<file path="src/rtl/cacc_pingpong_regfile.sv">
// CACC register front-end: single-copy status/pointer registers, ping-pong
// producer/consumer pointers, per-group op_en and saturation-count capture.
module cacc_pingpong_regfile #(
  parameter int RESP_PIPE = 1  // response latency; only 1 is implemented
) (
  input  logic        nvdla_core_clk,
  input  logic        nvdla_core_rstn,
  input  logic        req_pvld,
  output logic        req_prdy,
  input  logic [11:0] req_offset,
  input  logic [31:0] req_wdat,
  input  logic        req_write,
  input  logic        req_nposted,
  output logic        resp_valid,
  output logic [33:0] resp_pd,
  output logic [11:0] reg_offset,
  output logic [31:0] reg_wr_data,
  output logic        reg_wr_en_d0,
  output logic        reg_wr_en_d1,
  input  logic [31:0] reg_rd_data_d0,
  input  logic [31:0] reg_rd_data_d1,
  input  logic        op_en_trigger_d0,
  input  logic        op_en_trigger_d1,
  output logic        op_en_d0,
  output logic        op_en_d1,
  output logic [31:0] sat_count_d0,
  output logic [31:0] sat_count_d1,
  input  logic        dp2reg_done,
  input  logic [31:0] dp2reg_sat_count,
  output logic        reg2dp_op_en,
  output logic        reg2dp_consumer
);

  localparam logic [11:0] STATUS_OFF  = 12'h000;
  localparam logic [11:0] POINTER_OFF = 12'h004;
  localparam logic [11:0] DUAL_LO     = 12'h008;
  localparam logic [11:0] DUAL_HI     = 12'h034;

  typedef enum logic [1:0] {
    GRP_IDLE    = 2'd0,
    GRP_RUNNING = 2'd1,
    GRP_PENDING = 2'd2
  } grp_status_e;

  logic        producer;
  logic        consumer;
  logic        is_dual;
  logic        wr_req;
  logic        resp_needed;
  grp_status_e status0;
  grp_status_e status1;
  logic        consumer_nxt;
  logic        op_en_d0_nxt;
  logic        op_en_d1_nxt;
  logic [31:0] rdata;

  function automatic grp_status_e grp_status(input logic op_en, input logic is_consumer);
    if (!op_en)          return GRP_IDLE;
    else if (is_consumer) return GRP_RUNNING;
    else                 return GRP_PENDING;
  endfunction

  // The router is never back-pressured: one request per cycle is always taken.
  assign req_prdy    = 1'b1;
  assign reg_offset  = req_offset;
  assign reg_wr_data = req_wdat;

  assign is_dual     = (req_offset >= DUAL_LO) && (req_offset <= DUAL_HI);
  assign wr_req      = req_pvld & req_write;
  assign resp_needed = req_pvld & (~req_write | req_nposted);

  // A group that holds op_en is locked against writes until its layer completes.
  assign reg_wr_en_d0 = wr_req & is_dual & ~producer & ~op_en_d0;
  assign reg_wr_en_d1 = wr_req & is_dual &  producer & ~op_en_d1;

  assign status0 = grp_status(op_en_d0, ~consumer);
  assign status1 = grp_status(op_en_d1,  consumer);

  always_comb begin
    // NOTE: every always_comb target gets a default first so no latch is inferred.
    consumer_nxt = consumer ^ dp2reg_done;
    op_en_d0_nxt = op_en_d0;
    op_en_d1_nxt = op_en_d1;
    if (op_en_trigger_d0 && reg_wr_en_d0 && req_wdat[0]) op_en_d0_nxt = 1'b1;
    if (op_en_trigger_d1 && reg_wr_en_d1 && req_wdat[0]) op_en_d1_nxt = 1'b1;
    if (dp2reg_done && !consumer) op_en_d0_nxt = 1'b0;
    if (dp2reg_done &&  consumer) op_en_d1_nxt = 1'b0;
  end

  always_comb begin
    rdata = 32'h0;
    if (req_offset == STATUS_OFF)
      rdata = {14'b0, status1, 14'b0, status0};
    else if (req_offset == POINTER_OFF)
      rdata = {15'b0, consumer, 15'b0, producer};
    else if (is_dual)
      rdata = producer ? reg_rd_data_d1 : reg_rd_data_d0;
  end

  // NOTE: sequential state uses non-blocking assignments so every flop samples pre-edge values.
  always_ff @(posedge nvdla_core_clk or negedge nvdla_core_rstn) begin
    if (!nvdla_core_rstn) begin
      producer     <= 1'b0;
      consumer     <= 1'b0;
      op_en_d0     <= 1'b0;
      op_en_d1     <= 1'b0;
      sat_count_d0 <= 32'h0;
      sat_count_d1 <= 32'h0;
      reg2dp_op_en <= 1'b0;
      resp_valid   <= 1'b0;
      resp_pd      <= 34'h0;
    end else begin
      if (wr_req && req_offset == POINTER_OFF) producer <= req_wdat[0];
      consumer     <= consumer_nxt;
      op_en_d0     <= op_en_d0_nxt;
      op_en_d1     <= op_en_d1_nxt;
      if (dp2reg_done && !consumer) sat_count_d0 <= dp2reg_sat_count;
      if (dp2reg_done &&  consumer) sat_count_d1 <= dp2reg_sat_count;
      reg2dp_op_en <= consumer_nxt ? op_en_d1_nxt : op_en_d0_nxt;
      resp_valid   <= resp_needed;
      if (!resp_needed)   resp_pd <= 34'h0;
      else if (req_write) resp_pd <= {1'b1, 1'b0, 32'h0};
      else                resp_pd <= {1'b0, 1'b0, rdata};
    end
  end

  assign reg2dp_consumer = consumer;

endmodule

</file>
<file path="config.mk">
export PLATFORM = sky130hd
export DESIGN_NAME = cacc_pingpong_regfile
export DESIGN_NICKNAME = d
export VERILOG_FILES = /design/src/rtl/cacc_pingpong_regfile.sv
export SDC_FILE = /design/constraint.sdc
export NUM_CORES = 1
export LEC_CHECK = 0
export CAP_MARGIN = 20
export CORE_AREA = 2 2 115 117
export DETAILED_ROUTE_END_ITERATION = 8
export DIE_AREA = 0 0 117 119
export GPL_ROUTABILITY_DRIVEN = 0
export GPL_TIMING_DRIVEN = 0
export HOLD_SLACK_MARGIN = 0.1
export PLACE_DENSITY = 0.76
export SLEW_MARGIN = 20
export SYNTH_ARGS = -nofsm -noshare
export SYNTH_HDL_FRONTEND = slang
export SYNTH_SLANG_ARGS = --single-unit
export TNS_END_PERCENT = 5
</file>
<file path="constraint.sdc">
create_clock -name nvdla_core_clk -period 4.3 [get_ports nvdla_core_clk]
set_clock_uncertainty 0.2 [all_clocks]
set_input_delay 0.43 -clock nvdla_core_clk [delete_from_list [all_inputs] [get_ports nvdla_core_clk]]
set_output_delay 0.43 -clock nvdla_core_clk [all_outputs]
set_load 0.01 [all_outputs]
</file>
==> out/qor.yml, run 1 <==
syn-cell-area_sq_um: 4560
viasPerCell: 4.54
postSynthCellCount: 345
hold_violations: 0
drive_above_1_share_pct: 22.4
grt_pass1_vias: 3901
grt_pass1_wl_mm: 20.0
cts_sinks: 103
critPathKind: "in -> out"
worstPathArrival_ns: 2.57
portBuffers: 264
antenna_found_initial: 0
ys_ff_latch: 103
critPathRequiredTime_ns: 3.67
synth_compound_area_share_pct: 3.02
cts_setup_buffers: 0
clk_latency_ns: 0.33
end_kind: "output port"
ir_drop_v: 0.000387
leakagePower_nw: 3.22
outcome: "complete, no violations"
n_antenna_cell: 0
syn2layout_area_growth_pct: 69.1
io_pins: 298
die_area_sq_um: 13900
synth_edf_count: 0
rsz0062_at_grt: "false"
synth_top_area_share_pct: 56.5
finalCritPeriodShare_pct: 74.4
multi_input_area_sq_um: 1540
gr-total-overflow: 0
drv_slew: 0
synth_top_area_cell: "dfrtp_1"
power_density_nw_per_um2: 483
synth_fp_nets: 495
die_h_um: 119
first_pass_iters: 4
async_reset_ff_share_pct: 100
ys_seq_area_share_pct: 56.5
wire_per_inst_um: 16.2
setup_viol: 0
synth_ff_type: "dfrtp_1"
core_region_area_sq_um: 12900
layout.nets: 772
drc: 0
tightest_slew_ns: 0.766
final_cell_area_sq_um: 7720
placed_area_sq_um: 7460
min_period_ns: 3.20
synth_xor_area_share_pct: 0
start_kind: "input pin"
maxSlewHeadroom_pct: 48.9
place_inst: 786
grt_max_degree: 63
cts-htree-levels: 3
clk_path_buf_depth: 2
maxCapViolations: 0
drtAntennaViolNets: 0
post-route-util_pct: 60.0
cts-root-buf: "clkbuf_16"
synth_common_cells: "103 x dfrtp_1, 67 x mux2_2, 47 x buf_4, 32 x nor2_1, 29 x mux2i_1"
die_w_um: 117
fillers: 1060
cts_tree: "built"
grt_use_total_pct: 18.6
cts_buffers: 9
ys_top_cells_by_area: "dfrtp_1 56%, mux2_2 17%, buf_4 7.7%"
final-seq-area_sq_um: 2580
muxShareOfSynthArea_pct: 22.9
min_path_type: "reg -> reg"
drtIter0Drc: 96
wl_mm: 13.0
yosysMostFrequentCell: "dfrtp_1"
avgSynthCellArea_sq_um: 13.2
rows: 42
fmax_mhz: 312
vias: 3637
cts.clk_slew.worst_paths_ns: 0.06
yosys.area_share.simple_pct: 7.21
start_util_pct: 35.5
synth-adder-area-share_pct: 0.548
stdcell_count: 801
cts_resized: 0
synth_top_family_by_area: "multiplexers"
hpwlAfterDp_mm: 10.3
cp_max_fo: 6
yosysUniqueCellTypes: 38
synth_warnings: 0
## through the flow
stage	setup TNS [ns]	power (mW)	setup slack (ns)	hold WS [ns]
finish	0	3.72	1.10	0.306
global route	0	3.95	0.974	0.326
CTS	0	3.78	1.12	0.310
detailed placement	0	3.05	1.13	0.172
global placement	-112.91	3.00	-1.10	0.289
floorplan	0	2.08	2.29	-0.0656
## cell usage in the layout (no fill, tap or decap), types with 2 or more instances in the layout
master	count
a21oi_1	3
a32oi_1	2
and3_1	2
buf_1	5
buf_2	3
buf_4	47
buf_6	3
clkbuf_1	6
clkbuf_16	9
clkdlybuf4s50_1	263
clkinv_2	3
conb_1	2
dfrtp_1	103
ha_1	2
inv_1	4
mux2_2	67
mux2i_1	29
nand2_1	4
nand2b_1	2
nand3_1	4
nand4_1	3
nor2_1	32
nor3_1	3
nor4_4	2
o21a_1	3
## cells by family after synthesis
group / count (synthesis)
compound gates: 17
buf+inv: 66
fa+ha+maj: 2
mux: 96
flops: 103
simple gates: 59
other cells: 2
## critical path, stage by stage
cell and delay (ns):
clkdlybuf4s50_1 0.57, o21a_1 0.28, o211ai_2 0.35, nand3_1 0.16, nor3b_1 0.19, clkdlybuf4s50_1 0.57
## timing repair
item | 4_1_cts | 5_1_grt
endpoints found under the hold margin | 41 | 0
hold buffers | 1 | 0
setup endpoints to repair | 0 | 0
## flip-flops by register name, summed over array words and instances, names as in the netlist
| signal | count |
|---|---|
| op_en_d0 | 1 |
| op_en_d1 | 1 |
| producer | 1 |
| reg2dp_consumer | 1 |
| reg2dp_op_en | 1 |
| resp_pd | 33 |
| resp_valid | 1 |
| sat_count_d0 | 32 |
| sat_count_d1 | 32 |
## worst paths after layout
check,start,endpoint,slack [ns],cells past startpoint
setup / recovery,req_offset[0],reg_wr_en_d1,1.10,6
hold / removal,sat_count_d1[13]$_DFFE_PN0P_,sat_count_d1[13]$_DFFE_PN0P_,0.31,1
setup reg to reg,reg2dp_consumer$_DFF_PN0_,sat_count_d0[29]$_DFFE_PN0P_,2.03,5
hold reg to reg,sat_count_d1[13]$_DFFE_PN0P_,sat_count_d1[13]$_DFFE_PN0P_,0.31,1
max in group asynchronous,nvdla_core_rstn,sat_count_d1[4]$_DFFE_PN0P_,2.88,3
min in group asynchronous,nvdla_core_rstn,resp_pd[18]$_DFF_PN0_,0.40,2
## per-layer routing
| layer | vias to the layer above | global-route usage, % | routed length [um] |
|---|---|---|---|
| met2 | 194 | 32.7 | 6590 |
| li1 | 1692 | - | - |
| met5 | - | 0 | 0 |
| met3 | 22 | 6.31 | 1420 |
| met1 | 1729 | 20.6 | 4710 |
| met4 | 0 | 7.13 | 299 |
## power breakdown
part | total (mW) | switching, mW | internal [mW] | leakage [nW]
Sequential | 1.46 | 0.168 | 1.29 | 1.29
Clock | 0.720 | 0.335 | 0.385 | 0.128
Combinational | 1.55 | 0.559 | 0.990 | 1.80
## area by class of cell
class                      count  share of cell area [%]
timing repair buffer         266                    34.7
tap                          176                    2.85
buffer                        62                    5.54
inverter                       4                   0.195
sequential                   103                    33.4
clock buffer                  10                    2.97
clock inverter                 4                   0.308
multi-input combinational    176                    20.0
Note: power is estimated with default switching activity, not from simulation.
==> run 2, diff against run 1 <==
--- a/config.mk
+++ b/config.mk
@@ -6,9 +6,8 @@
 export NUM_CORES = 1
 export LEC_CHECK = 0
 export CAP_MARGIN = 20
-export CORE_AREA = 2 2 115 117
+export CORE_UTILIZATION = 36
 export DETAILED_ROUTE_END_ITERATION = 8
-export DIE_AREA = 0 0 117 119
 export GPL_ROUTABILITY_DRIVEN = 0
 export GPL_TIMING_DRIVEN = 0
 export HOLD_SLACK_MARGIN = 0.1
==> constraint.sdc (replaced) <==
create_clock -name nvdla_core_clk -period 3.21 [get_ports nvdla_core_clk]
set_clock_uncertainty 0.2 [all_clocks]
set_input_delay 0.321 -clock nvdla_core_clk [delete_from_list [all_inputs] [get_ports nvdla_core_clk]]
set_output_delay 0.321 -clock nvdla_core_clk [all_outputs]
set_load 0.01 [all_outputs]
==> run 2 against run 1 <==
Effect of this change: global-route usage rose by 2.1 points; die area down 5.7%; largest power group unchanged; design area rose by 0.57%; sequential cell count did not move; hold slack worse by 0.034 ns; sequential share of layout area shrank 0.19 points; highest routed layer unchanged; register-to-register slack lost 1.1 ns; non-clock buffer count stayed put; critical endpoint unchanged; power grew 38%; combinational power increased by 34%; routed wire length up 4.2%; first-iteration DRC count decreased by 13%.
==> out/qor.yml, run 2 (synthesis gave the netlist of run 1 again) <==
outcome: "complete, no violations"  # unchanged
vias: 3694  # was 3637
drv_slew: 0  # unchanged
cts-root-buf: "clkbuf_16"  # unchanged
viasPerCell: 4.65  # was 4.54
clk_path_buf_depth: 2  # unchanged
post-route-util_pct: 63.8  # was 60.0%
cts_buffers: 9  # unchanged
cts_tree: "built"  # unchanged
first_pass_iters: 4  # unchanged
wl_mm: 13.5  # was 13.0 mm
cts_sinks: 103  # unchanged
critPathKind: "in -> out"  # unchanged
die_h_um: 115  # was 119 um
die_w_um: 115  # was 117 um
tightest_slew_ns: 0.741  # was 0.766 ns
cp_max_fo: 6  # unchanged
rows: 40  # was 42
hpwlAfterDp_mm: 10.7  # was 10.3 mm
grt_pass1_wl_mm: 20.6  # was 20.0 mm
multi_input_area_sq_um: 1540  # unchanged
drtIter0Drc: 84  # was 96
maxSlewHeadroom_pct: 50.6  # was 48.9%
drive_above_1_share_pct: 22.8  # was 22.4%
fillers: 977  # was 1060
largest_register: "resp_pd"  # unchanged
syn2layout_area_growth_pct: 70.1  # was 69.1%
io_pins: 298  # unchanged
cts-htree-levels: 3  # unchanged
layout_commonest_cell: "clkdlybuf4s50_1"  # unchanged
min_path_type: "in -> async"  # was reg -> reg
clk_latency_ns: 0.34  # was 0.33 ns
leakagePower_nw: 3.24  # was 3.22 nW
drtAntennaViolNets: 0  # unchanged
grt_pass1_vias: 3894  # was 3901
final-seq-area_sq_um: 2580  # unchanged
finalCritPeriodShare_pct: 93.5
setup_viol: 0  # unchanged
layout_common_cells: "263 x clkdlybuf4s50_1, 103 x dfrtp_1, 67 x mux2_2, 47 x buf_4, 32 x nor2_1"  # unchanged
start_util_pct: 37.5  # was 35.5%
power_density_nw_per_um2: 664  # was 483 nW/um^2
maxCapViolations: 0  # unchanged
wire_per_inst_um: 17.0  # was 16.2 um
cts.clk_slew.worst_paths_ns: 0.07  # was 0.06 ns
antenna_found_initial: 1  # was 0
cts_resized: 0  # unchanged
fmax_mhz: 333
start_kind: "input pin"  # unchanged
largest_reg_flops: 33  # unchanged
reg2reg_slack_ns: 0.91  # was 2.03 ns
die_area_sq_um: 13100  # was 13900 sq um
critPathRequiredTime_ns: 2.69  # was 3.67 ns
end_kind: "output port"  # unchanged
hold_violations: 0  # unchanged
min_period_ns: 3.00
holdWs_ns: 0.272  # was 0.306 ns
grt_max_degree: 62  # was 63
ir_drop_v: 0.000430  # was 0.000387 V
layout.nets: 772  # unchanged
grt_use_total_pct: 20.7  # was 18.6%
rsz0062_at_grt: "false"  # unchanged
core_region_area_sq_um: 12200  # was 12900 sq um
portBuffers: 264  # unchanged
reg_top3: "resp_pd x33, sat_count_d0 x32, sat_count_d1 x32"  # unchanged
gr-total-overflow: 0  # unchanged
n_antenna_cell: 0  # unchanged
drc: 0  # unchanged
worstPathArrival_ns: 2.48  # was 2.57 ns
## run 2: cell count changes in the layout (fill, tap and decap cells not counted)
cell,delta
bufinv_16,+1
clkbuf_1,-1
clkinv_2,-2
clkinv_4,+3
inv_8,+1
## run 2: metal layers
metal	up-vias	wire length, um	global-route usage [%]
li1	1698	-	-
met1	1798	4850	21.8
met2	176	7030	37.0
met3	22	1290	7.73
met4	0	382	9.00
met5	-	0	0
## run 2: through the flow
| stage | cell area, sq um | power (mW) | setup TNS [ns] | instances | worst slack, ns |
|---|---|---|---|---|---|
| 2_1_floorplan | 4560 | 2.79 | 0 | 345 | 1.30 |
| 3_3_place_gp | 7420 | 4.02 | -225.17 | 777 | -2.20 |
| 3_5_place_dp | 7450 | 4.08 | 0 | 778 | 0.237 |
| 4_1_cts | 7760 | 5.23 | 0 | 795 | 0.215 |
| 5_1_grt | 7760 | 5.42 | 0 | 795 | 0.0715 |
| 6_report | 7760 | 5.15 | 0 | 795 | 0.207 |
## run 2: worst paths after layout
kind                         cells after the start                          from                           end
setup / recovery                                 6                 req_offset[1]                  reg_wr_en_d1
hold / removal                                   2               nvdla_core_rstn         resp_pd[25]$_DFF_PN0_
setup reg to reg                                 4     reg2dp_consumer$_DFF_PN0_  sat_count_d1[29]$_DFFE_PN0P_
hold reg to reg                                  1  sat_count_d0[29]$_DFFE_PN0P_  sat_count_d0[29]$_DFFE_PN0P_
max in group asynchronous                        3               nvdla_core_rstn  sat_count_d1[18]$_DFFE_PN0P_
min in group nvdla_core_clk                      1  sat_count_d0[29]$_DFFE_PN0P_  sat_count_d0[29]$_DFFE_PN0P_
## run 2: layout make-up
cell class / instances / share of cell area [%]
repair buffers: 266 / 34.5
well taps: 168 / 2.71
clock inverters: 7 / 1.05
plain buffers: 62 / 5.51
inverters: 4 / 0.193
flip-flops and latches: 103 / 33.2
clock buffers: 9 / 2.90
multi-input cells: 176 / 19.9
## run 2: critical path, cell delays in order
cell	delay [ns]
clkdlybuf4s50_1	0.57
o21a_1	0.28
o211ai_2	0.37
nand3_1	0.17
nor3b_1	0.20
clkdlybuf4s50_1	0.57
## run 2: repair_timing
item,4_1_cts,5_1_grt
setup endpoints to repair,0,0
buffers inserted,0,0
hold buffers,1,0
endpoints found under the hold margin,48,0
## run 2: report_power, final
| group | internal [mW] | switching (mW) | total [mW] | leakage [nW] |
|---|---|---|---|---|
| clock | 0.616 | 0.499 | 1.12 | 0.152 |
| combinational | 1.33 | 0.758 | 2.08 | 1.80 |
| sequential | 1.72 | 0.230 | 1.95 | 1.29 |
| total | 3.67 | 1.49 | 5.15 | 3.24 |
